`src/rtl/pop_stream_packer.sv`:
```
// pop_stream_packer
// Downstream stage of the LIFO/FIFO reorder block. Every popped byte is held
// for one cycle so that its last-of-group status is known, then it is pushed
// into a DEPTH-entry queue. The host drains the queue over valid/ready. There
// is no back-pressure upstream, so any entry that arrives while the queue is
// full is dropped, and the sticky overflow flag is set.
// Optional feature: define PACKER_CSUM_EN to add out_csum, which is the XOR of
// all bytes of a group. It is presented on the last entry of that group.
module pop_stream_packer #(
   parameter int DEPTH = 16,
   parameter int AW    = 4
) (
   input  logic          clk,
   input  logic          rst,
   input  logic [7:0]    pop_data,
   input  logic          valid_lifo,
   input  logic          done_thing,
   input  logic          valid_fifo2,
   input  logic          done_fifo2,
   output logic [7:0]    out_data,
   output logic          out_src,
   output logic          out_last,
   output logic          out_valid,
   input  logic          out_ready,
   output logic [AW:0]   level,
   output logic [7:0]    grp_cnt,
`ifdef PACKER_CSUM_EN
   output logic [7:0]    out_csum,
`endif
   output logic          overflow
);

`ifdef PACKER_CSUM_EN
   localparam int EW = 18;
`else
   localparam int EW = 10;
`endif

   typedef enum logic [1:0] {IDLE, LIFO_GRP, FIFO_GRP} state_t;

   state_t          state;
   logic            hold_v;
   logic [7:0]      hold_byte;

   logic            in_lifo;
   logic            in_fifo;
   logic            grp_start;
   logic            grp_done;
   logic            grp_valid;
   logic            load_hold;
   logic            push_en;
   logic            push_last;
   logic            push_src;

   logic            full;
   logic            pop;
   logic            wr_ok;
   logic [AW-1:0]   wr_ptr;
   logic [AW-1:0]   rd_ptr;
   logic [EW-1:0]   mem [DEPTH];
   logic [EW-1:0]   push_entry;
   logic [EW-1:0]   head;

   // Only the source owning the current group is listened to; done wins over valid.
   assign in_lifo   = (state == LIFO_GRP);
   assign in_fifo   = (state == FIFO_GRP);
   assign grp_start = (state == IDLE) && (valid_lifo || valid_fifo2);
   assign grp_done  = (in_lifo && done_thing) || (in_fifo && done_fifo2);
   assign grp_valid = (in_lifo && valid_lifo) || (in_fifo && valid_fifo2);
   assign load_hold = grp_start || (grp_valid && !grp_done);
   assign push_en   = hold_v && (grp_done || grp_valid);
   assign push_last = grp_done;
   assign push_src  = in_fifo;

   assign full  = (level == (AW+1)'(DEPTH));
   assign pop   = out_valid && out_ready;
   assign wr_ok = push_en && (!full || pop);

`ifdef PACKER_CSUM_EN
   logic [7:0] csum_acc;

   // Running XOR of the accepted bytes of the current group.
   always_ff @(posedge clk) begin
      if (rst)
         csum_acc <= 8'h00;
      else if (grp_start)
         csum_acc <= pop_data;
      else if (load_hold)
         csum_acc <= csum_acc ^ pop_data;
   end

   assign push_entry = {(push_last ? csum_acc : 8'h00), push_src, push_last, hold_byte};
`else
   assign push_entry = {push_src, push_last, hold_byte};
`endif

   // Group FSM and hold-valid flag: the held byte is pushed once its successor or the done strobe arrives.
   always_ff @(posedge clk) begin
      if (rst) begin
         state  <= IDLE;
         hold_v <= 1'b0;
      end else begin
         case (state)
            IDLE: begin
               if (valid_lifo) begin
                  state  <= LIFO_GRP;
                  hold_v <= 1'b1;
               end else if (valid_fifo2) begin
                  state  <= FIFO_GRP;
                  hold_v <= 1'b1;
               end
            end
            LIFO_GRP: begin
               if (done_thing) begin
                  state  <= IDLE;
                  hold_v <= 1'b0;
               end else if (valid_lifo) begin
                  hold_v <= 1'b1;
               end
            end
            FIFO_GRP: begin
               if (done_fifo2) begin
                  state  <= IDLE;
                  hold_v <= 1'b0;
               end else if (valid_fifo2) begin
                  hold_v <= 1'b1;
               end
            end
            default: begin
               state  <= IDLE;
               hold_v <= 1'b0;
            end
         endcase
      end
   end

   // Held byte: data only, qualified by hold_v.
   always_ff @(posedge clk) begin
      if (load_hold)
         hold_byte <= pop_data;
   end

   // Queue storage: data only, qualified by level.
   always_ff @(posedge clk) begin
      if (wr_ok)
         mem[wr_ptr] <= push_entry;
   end

   // Queue pointers, fill level, group counter and sticky overflow.
   always_ff @(posedge clk) begin
      if (rst) begin
         wr_ptr   <= '0;
         rd_ptr   <= '0;
         level    <= '0;
         grp_cnt  <= 8'h00;
         overflow <= 1'b0;
      end else begin
         if (wr_ok)
            wr_ptr <= wr_ptr + AW'(1);
         if (pop)
            rd_ptr <= rd_ptr + AW'(1);
         case ({wr_ok, pop})
            2'b10:   level <= level + (AW+1)'(1);
            2'b01:   level <= level - (AW+1)'(1);
            default: level <= level;
         endcase
         if (push_en && !wr_ok)
            overflow <= 1'b1;
         if (wr_ok && push_last)
            grp_cnt <= grp_cnt + 8'd1;
      end
   end

   // Head of queue comes straight from storage. Fields read as zero while the queue is empty.
   assign head      = mem[rd_ptr];
   assign out_valid = (level != '0);
   assign out_data  = out_valid ? head[7:0] : 8'h00;
   assign out_last  = out_valid && head[8];
   assign out_src   = out_valid && head[9];
`ifdef PACKER_CSUM_EN
   assign out_csum  = (out_valid && head[8]) ? head[17:10] : 8'h00;
`endif

endmodule

```
`config.mk`:
```
export PLATFORM = sky130hd
export DESIGN_NAME = pop_stream_packer
export DESIGN_NICKNAME = d
export VERILOG_FILES = /design/src/rtl/pop_stream_packer.sv
export SDC_FILE = /design/constraint.sdc
export NUM_CORES = 1
export LEC_CHECK = 0
export ABC_AREA = 0
export BUFFER_PORTS_ARGS = -buffer_cell sky130_fd_sc_hd__buf_2
export CAP_MARGIN = 5
export CORE_UTILIZATION = 55
export DETAILED_ROUTE_END_ITERATION = 8
export MAX_ROUTING_LAYER = met4
export PLACE_DENSITY = 0.74
export SYNTH_ARGS = -nofsm -noshare
export SYNTH_HDL_FRONTEND = slang
export SYNTH_SLANG_ARGS = --single-unit
```
`constraint.sdc`:
```
create_clock -name clk -period 2.81 [get_ports clk]
set_clock_uncertainty 0.1 [all_clocks]
set_input_delay 0.4215 -clock clk [delete_from_list [all_inputs] [get_ports clk]]
set_output_delay 0.4215 -clock clk [all_outputs]
set_load 0.1 [all_outputs]
```
## Word level (Yosys, flattened, before mapping)

Memory sizes are Yosys's and may differ from the RTL's. A register that Yosys moved wholly into a read port is not among the register bits.
Cells that the tools add are included.

| word-level totals | value |
|---|---|
| word-level logic and storage cells | 66 |
| bits in registers | 33 |
| bits in writable memories | 160 |
| memories | 1 |

| operators by class | value |
|---|---|
| $add $sub $neg | 5 |
| reduce and logical (&&, ||, !) cells | 26 |
| eq/ne operators | 9 |
| mux-type cells | 17 |

Memories:

| name | depth | bits a word | read ports | clocked after memory_dff | write ports | RTL line | RTL |
|---|---|---|---|---|---|---|---|
| mem | 16 | 10 | 1 | 1 | 1 | 60 | `logic [EW-1:0] mem [DEPTH];` |

Operators with widths:

| kind | count |
|---|---|
| logical AND 1 bit | 13 |
| one-hot mux 5 bit (2 select lines) | 1 |
| adder 4 x 1 -> 4 bit (second input constant) | 2 |
| adder 8 x 1 -> 8 bit (second input constant) | 1 |
| two-way mux 2 bit | 4 |
| two-way mux 4 bit | 2 |
| two-way mux 8 bit | 1 |
| two-way mux 1 bit | 7 |
| logical OR 1 bit | 6 |
| != test 3 bit (second input constant) | 2 |
| one-hot mux 2 bit (3 select lines) | 1 |
| adder 5 x 1 -> 5 bit (second input constant) | 1 |
| == test 5 bit (second input constant) | 1 |
| nonzero test 5 bit | 1 |
| subtractor 5 x 1 -> 5 bit (second input constant) | 1 |
| == test 2 x 1 -> 1 bit (second input constant) | 2 |
| == test 2 bit (second input constant) | 2 |
| != test 2 bit (second input constant) | 2 |
| zero test 1 bit | 3 |
| one-hot mux 1 bit (3 select lines) | 1 |
| AND reduction 3 bit | 1 |
| zero test 2 bit | 1 |
| nonzero test 2 bit | 1 |

## Depth between registers and ports, before layout

Gate-level depths: netlist of the first run.

| logic depth | value |
|---|---|
| depth after elaboration | 8 |
| depth in mapped cells | 11 |

## Worst setup path before layout of the first run

No wires, ideal clock.

| timing path | value |
|---|---|
| path type | reg-to-output |
| start | register level[0] |
| end | output out_data[0] |
| cell stages (with the launch flop) | 6 |
| setup slack | -1.083 ns |
| data arrival time | 3.372 ns |
| cells stage by stage | dfxtp_1 > or4_4 > nor2_2 > inv_2 > clkbuf_1 > and2_1 |

| between the ends | value |
|---|---|
| word-level cells in the longest chain between the ends | 2 |

Ends and longest elaborated chain:

| item | RTL line | RTL |
|---|---|---|
| from (decl) | 25 | `output logic [AW:0] level,` |
| from (signal assigned) | 163 | `2'b10: level <= level + (AW+1)'(1);` |
| from (signal assigned) | 164 | `2'b01: level <= level - (AW+1)'(1);` |
| from (signal assigned) | 165 | `default: level <= level;` |
| nonzero test 5 bit | 176 | `assign out_valid = (level != '0);` |
| named net out_valid | 23 | `output logic out_valid,` |
| two-way mux 8 bit | 177 | `assign out_data = out_valid ? head[7:0] : 8'h00;` |
| to (decl) | 20 | `output logic [7:0] out_data,` |

The timed path passes the listed nets, and every way through them passes these cells.

==> results of run 1 <==
==> through the flow <==
step	TNS (ps)	hold slack, ps
floorplan	0	359.1
global placement	0	356.5
detailed placement	0	380.0
CTS	-1676	51.06
global route	-2258	50.24
finish	-1661	62.38
==> cell usage after synthesis (8+ instances only) <==
library cell  number
nor2_1            16
ha_1               9
dfxtp_1           29
and3_1            16
mux4_1            28
edfxtp_1         168
clkbuf_1           8
mux4_2            22
nand3_1            9
a21oi_1           17
and2_1            11
==> layout make-up <==
| cell class | instances | area, um2 |
|---|---|---|
| Sequential cell | 197 | 5643 |
| Inverter | 8 | 32.53 |
| Multi-Input combinational cell | 200 | 2238 |
| Clock buffer | 23 | 467.9 |
| Fill cell | 922 | 4592 |
| Timing Repair Buffer | 70 | 768.2 |
| Tap cell | 180 | 225.2 |
| Clock inverter | 9 | 128.9 |
==> routing by layer <==
layer | track usage | routed length (um) | part of all wire
met2 | 0.3949 | 8428 | 0.50
met1 | 0.3323 | 6983 | 0.42
met4 | 0.1190 | 433 | 0.026
met5 | - | 0 | 0
met3 | 0.04797 | 959 | 0.057
==> critical path, stage by stage, from the launching register on <==
cell     delay [ps]
dfxtp_4         390
buf_12          130
buf_12          120
mux4_2          530
mux4_2          540
and2_4          190
buf_12          160
==> cell families after synthesis <==
logic type / Yosys count / synth area share
flops: 197 / 0.6961
simple gates: 86 / 0.06224
mux: 52 / 0.1550
compound gates: 44 / 0.04010
buf+inv: 29 / 0.02152
fa+ha+maj: 10 / 0.01641
xor+xnor: 8 / 0.008670
==> what timing repair did <==
item	in CTS	in global routing
buffers inserted	5	1
cloned	6	0
hold endpoints to repair	0	0
resized for setup	85	12
endpoints found under the setup margin	10	126
pin swaps	0	1
==> flip-flops by register name (all words and copies together), names as in the netlist, named ones only <==
signal     flops
wr_ptr         4
hold_v         1
overflow       1
state          2
hold_byte      8
grp_cnt        8
mem          160
rd_ptr         4
level          5
==> how the worst min path moves through the flow <==
stage / to / start / cells after the start
2_1_floorplan: flop / rd_ptr[3]$_SDFFE_PP0N_ / 2
4_1_cts: hold_byte[5]$_DFFE_PP_ / pop_data[5] / 1
6_report: hold_byte[2]$_DFFE_PP_ / pop_data[2] / 1
3_5_place_dp: grp_cnt[7]$_SDFFE_PP0P_ / grp_cnt[7]$_SDFFE_PP0P_ / 2
3_3_place_gp: grp_cnt[7]$_SDFFE_PP0P_ / grp_cnt[7]$_SDFFE_PP0P_ / 2
5_1_grt: hold_byte[5]$_DFFE_PP_ / pop_data[5] / 1
==> power breakdown <==
group | total (mW) | switching, mW | internal (mW)
registers | 3.41 | 0.127 | 3.28
logic | 2.80 | 1.61 | 1.19
clock network | 2.45 | 1.01 | 1.45
total | 8.66 | 2.75 | 5.91
==> results by group, run 1 <==
Logic synthesis
  – Mean Syn Cell Area: between 15 and 20 um2
  – Synth unique cells: 56
  – Yosys Warn Count: 0
  – Post-synth top area share: 0.6242
  – Async SR Flop Fraction: 0
  – Sequential share of the synthesized area: 0.6961
  – Mapped Nets: 451
  – Area leader, netlist: edfxtp_1
  – Number of flops mapped to enable cells by yosys: between 150 and 200
  – Yosys reg bits: between 150 and 200
  – Synth Instances: roughly 430
  – Area of the mapped netlist: a little over 8000 um2
  – Top cells by area, synth: edfxtp_1, mux4_1, dfxtp_1, mux4_2, ha_1
  – Synth Flop Type: edfxtp_1

Finish
  – Share of cells above drive strength 1: 0.3728
  – Synthesis-to-finish area growth: 17.60%
  – Fin cells: 687
  – Commonest non-fill, non-tap cell in the layout: edfxtp_1
  – Most frequent cells in the layout: edfxtp_1, mux4_2, buf_2, dfxtp_1, buf_4
  – Final nets: between 500 and 600
  – Final Util: 0.6742
  – Fin area: about 9500 um2
  – Number of diodes: 0

Clock network
  – CTS tree: yes
  – CTS Root Cell: clkbuf_16
  – Clk_lat worst skew: 430 ps
  – CTS hold repair buffers: 0
  – H-tree depth: 4
  – Clock transition at path regs: approximately 70 ps
  – Cts bufs inserted: 17
  – CTS sink cnt: 197
  – CTS max path bufs: 2

Floorplanning
  – Die ar.: about 15000 um2
  – Core Footprint: between 10000 and 15000 um2
  – Io pins: 40
  – Starting Density: 0.5733
  – Die height: between 100 and 150 um
  – Die Span X: about 120 um
  – Row cnt: 43

Run status
  – Failing checks: negative setup slack
  – Status: finished, violations left

Routing
  – Vias/cell: just over 6
  – DRT iter0 DRCs: 367
  – Post-DR wirelength/cell: 24.46 um
  – Drt pass-1 iters: 4
  – Via count: about 4200
  – Remaining DRCs: 0
  – Routed Antenna Nets: 0
  – DRT Wirelength: ~17 mm

Global routing
  – GR Overflow Total: 0
  – Vias in the first global route: 4362
  – Largest net degree at the start of global routing: 41
  – First-pass GRT wire length: 25.83 mm
  – Antenna violations before repair: 0
  – All-Layer GR Usage: 0.2560

STA
  – Tmin final: roughly 3000 ps
  – Final Max Slew Viols: 0
  – Final setup vio count: 10
  – RSZ-0062 raised after global routing: true
  – Max_slew headroom: 0.5665
  – Fmax achieved: 0.3296 GHz
  – Worst setup margin: -223.7 ps
  – Final period util: 1.080
  – Worst slew pin tran: 649.3 ps
  – Hold Fails Final Rpt: 0

Setup path
  – Worst EP required: 2290 ps
  – RR Startpoint: level[2]$_SDFFE_PP0P_
  – CP startpoint kind: flop
  – Reg-to-reg endpoint: level[4]$_SDFFE_PP0P_
  – Setup crit end: out_data[1]
  – R2r worst-path depth: 10
  – Worst-path fanout max: 5
  – Crit path capture type: output pin
  – Arr. time, crit path: approximately 2500 ps
  – CP Class: flop to output pin
  – R2r setup slk: approximately 130 ps

Place
  – Dpl cells: ~640
  – Port Buf Inserts: 39
  – Hpwl dp: ~9.6 mm
  – Placer Congestion: 0.7869
  – Pre-CTS setup slack: ~13 ps
  – Post-DP Area: approximately 8600 um2

Pwr
  – Peak VDD IR: 0.0005036 V
  – Pwr per Cell Area: roughly 910 nW/um2
  – Lkg Pwr: around 3.3 nW
  – Total power: a little under 9 mW

Hold path
  – Hold WC Path Type: primary input to flop

Flow run
  – Max_cap viols: 0
Note: power is estimated with default switching activity, not from simulation.
==> run 2: changes to the inputs <==
--- a/config.mk
+++ b/config.mk
@@ -7,11 +7,12 @@
 export LEC_CHECK = 0
 export ABC_AREA = 0
 export BUFFER_PORTS_ARGS = -buffer_cell sky130_fd_sc_hd__buf_2
-export CAP_MARGIN = 5
-export CORE_UTILIZATION = 55
+export CAP_MARGIN = 10
+export CORE_UTILIZATION = 57
+export CTS_BUF_LIST = sky130_fd_sc_hd__clkbuf_4 sky130_fd_sc_hd__clkbuf_8
 export DETAILED_ROUTE_END_ITERATION = 8
 export MAX_ROUTING_LAYER = met4
-export PLACE_DENSITY = 0.74
+export PLACE_DENSITY = 0.76
 export SYNTH_ARGS = -nofsm -noshare
 export SYNTH_HDL_FRONTEND = slang
 export SYNTH_SLANG_ARGS = --single-unit
==> results by group, run 2 (synthesis gave the netlist of run 1 again) <==
Floorplanning
  – Die height: 121.1 um (-1.7%)
  – Starting Density: 0.5822 (+0.008889)
  – Row cnt: 43 (unchanged)
  – Die ar.: 14660 um2 (-3.5%)
  – Io pins: 40 (unchanged)
  – Die Span X: 121.1 um (-1.7%)
  – Core Footprint: 13880 um2 (-1.5%)

Place
  – Post-DP Area: 8633 um2 (+0.61%)
  – Hpwl dp: 9.707 mm (+1.2%)
  – Dpl cells: 650 (+1.1%)
  – Pre-CTS setup slack: 35.89 ps (+23.30 ps)
  – Port Buf Inserts: 39 (unchanged)
  – Placer Congestion: 0.8106 (+3.0%)

Setup path
  – Delay-heaviest family, CP: multiplexers
  – Crit-path slowest cell: mux4_2
  – Worst-path fanout max: 8 (+3)
  – CP cell instances: buf_12 -> buf_12 -> buf_12 -> mux4_2 -> mux4_2 -> and2_4 -> buf_12
  – Worst Path Buf+Inv: 4 (+1)
  – Worst path max stage delay: 480 ps (-60 ps)
  – Most frequent CP cell: buf_12
  – Crit path capture type: output pin
  – CP startpoint kind: flop
  – Worst EP required: 2290 ps (about the same)
  – CP Class: flop to output pin
  – Arr. time, crit path: 2520 ps (about the same)

Clock network
  – H-tree depth: 4 (unchanged)
  – CTS hold repair buffers: 0 (unchanged)
  – CTS tree: yes
  – Clock transition at path regs: 90 ps (+20 ps)
  – CTS max path bufs: 2 (unchanged)
  – CTS Root Cell: clkbuf_8
  – CTS sink cnt: 197 (unchanged)
  – Cts bufs inserted: 17 (unchanged)
  – Clk_lat worst skew: 460 ps (+30 ps)

Routing
  – Remaining DRCs: 0 (unchanged)
  – DRT iter0 DRCs: 519 (+41%)
  – Routed Antenna Nets: 0 (unchanged)
  – Routed wl met3: 925 um (-3.5%)
  – Drt pass-1 iters: 5 (+1)
  – Post-DR wirelength/cell: 22.90 um (-6.4%)
  – Highest Signal Layer: met4
  – Via count: 4216 (+0.17%)
  – WL met1: 6.675 mm (-4.4%)
  – Vias/cell: 6.101 (-0.41%)
  – DRT Wirelength: 15.83 mm (-5.8%)
  – Metal2 WL: 7.927 mm (-5.9%)

Global routing
  – All-Layer GR Usage: 0.2393 (-0.01671)
  – Vias in the first global route: 4128 (-5.4%)
  – Largest net degree at the start of global routing: 41 (unchanged)
  – First-pass GRT wire length: 23.84 mm (-7.7%)
  – GR Overflow Total: 0 (unchanged)
  – Antenna violations before repair: 0 (unchanged)

Pwr
  – Lkg Pwr: 3.166 nW (-3.0%)
  – Peak VDD IR: 0.0005251 V (+4.3%)
  – Pwr per Cell Area: 845.8 nW/um2 (-7.2%)

STA
  – Final Max Slew Viols: 0 (unchanged)
  – Hold Fails Final Rpt: 0 (unchanged)
  – Tmin final: 3037 ps (+3.554 ps)
  – Final period util: 1.081 (+0.001265)
  – Worst setup margin: -227.3 ps (-3.554 ps)
  – Worst slew pin tran: 613.9 ps (-35.39 ps)
  – Final setup vio count: 10 (unchanged)
  – RSZ-0062 raised after global routing: true
  – Fmax achieved: 0.3292 GHz (-0.12%)
  – Max_slew headroom: 0.5901 (+0.02362)

Finish
  – Final nets: 523 (+0.77%)
  – Synthesis-to-finish area growth: 14.31%
  – Commonest non-fill, non-tap cell in the layout: edfxtp_1
  – Fin area: 9238 um2 (-2.8%)
  – FILL cells: 936 (+1.5%)
  – Max reg flops: 160 (unchanged)
  – Storage cell area: 5643 um2 (unchanged)
  – Share of cells above drive strength 1: 0.3640 (-0.008789)
  – Biggest register: mem
  – Largest registers: mem: 160 flops, grp_cnt: 8 flops, hold_byte: 8 flops
  – Footprint of the multi-input gates: 2215 um2 (-1.1%)
  – Final Util: 0.6655 (-0.008746)
  – Fin cells: 691 (+0.58%)
  – Number of diodes: 0 (unchanged)
  – Most frequent cells in the layout: edfxtp_1, mux4_2, buf_2, buf_4, dfxtp_1

Hold path
  – Hold WC Path Type: primary input to flop

Flow run
  – Max_cap viols: 0 (unchanged)

Run status
  – Status: finished, violations left
  – Failing checks: negative setup slack
## run 2: cell count changes in the layout (fill, tap and decap cells not counted), sizes merged
cell	change
clkinvlp	+1
clkbuf	-5
buf	+4
bufinv	-2
clkinv	+3
inv	+3
## run 2: worst paths after layout
check / startpoint / endpoint / slack, ps / depth (start not counted)
max reg2reg: level[2]$_SDFFE_PP0P_ / level[4]$_SDFFE_PP0P_ / 100 / 10
max: flop / out_src / -230 / 7
min: pop_data[0] / hold_byte[0]$_DFFE_PP_ / 40 / 1
min reg2reg: grp_cnt[7]$_SDFFE_PP0P_ / grp_cnt[7]$_SDFFE_PP0P_ / 400 / 2
## run 2: power by group
part	leakage, nW	internal [mW]	switching, mW
Clock	0.183	0.719	0.970
Combinational	1.22	1.13	1.60
Sequential	1.77	3.28	0.119
## run 2: routing by layer
layer	global-route usage	vias up
li1	-	1868
met1	0.3136	2154
met2	0.3746	167
met3	0.03994	27
met4	0.1034	0
met5	-	-
## run 2: cell type report
| cell class | count | area share |
|---|---|---|
| Tap cell | 180 | 0.02438 |
| Clock inverter | 14 | 0.01368 |
| Sequential cell | 197 | 0.6109 |
| Timing Repair Buffer | 74 | 0.08167 |
| Inverter | 8 | 0.003522 |
| Multi-Input combinational cell | 200 | 0.2397 |
| Clock buffer | 18 | 0.02614 |
## run 2: per-stage QoR
step	setup TNS [ps]	power, mW	hold slack (ps)
after floorplan	0	5.206	359.1
after global placement	0	5.554	355.7
after detailed placement	0	5.596	384.0
after CTS	-2158	7.838	10.39
after global routing	-2574	8.071	13.41
final	-1831	7.813	37.93
## run 2: timing repair
| item | CTS | global route |
|---|---|---|
| buffers inserted | 4 | 1 |
| cloned | 4 | 0 |
| pin swaps | 0 | 2 |
| setup endpoints to repair | 10 | 11 |
| resized for setup | 83 | 0 |
| endpoints found under the hold margin | 0 | 0 |
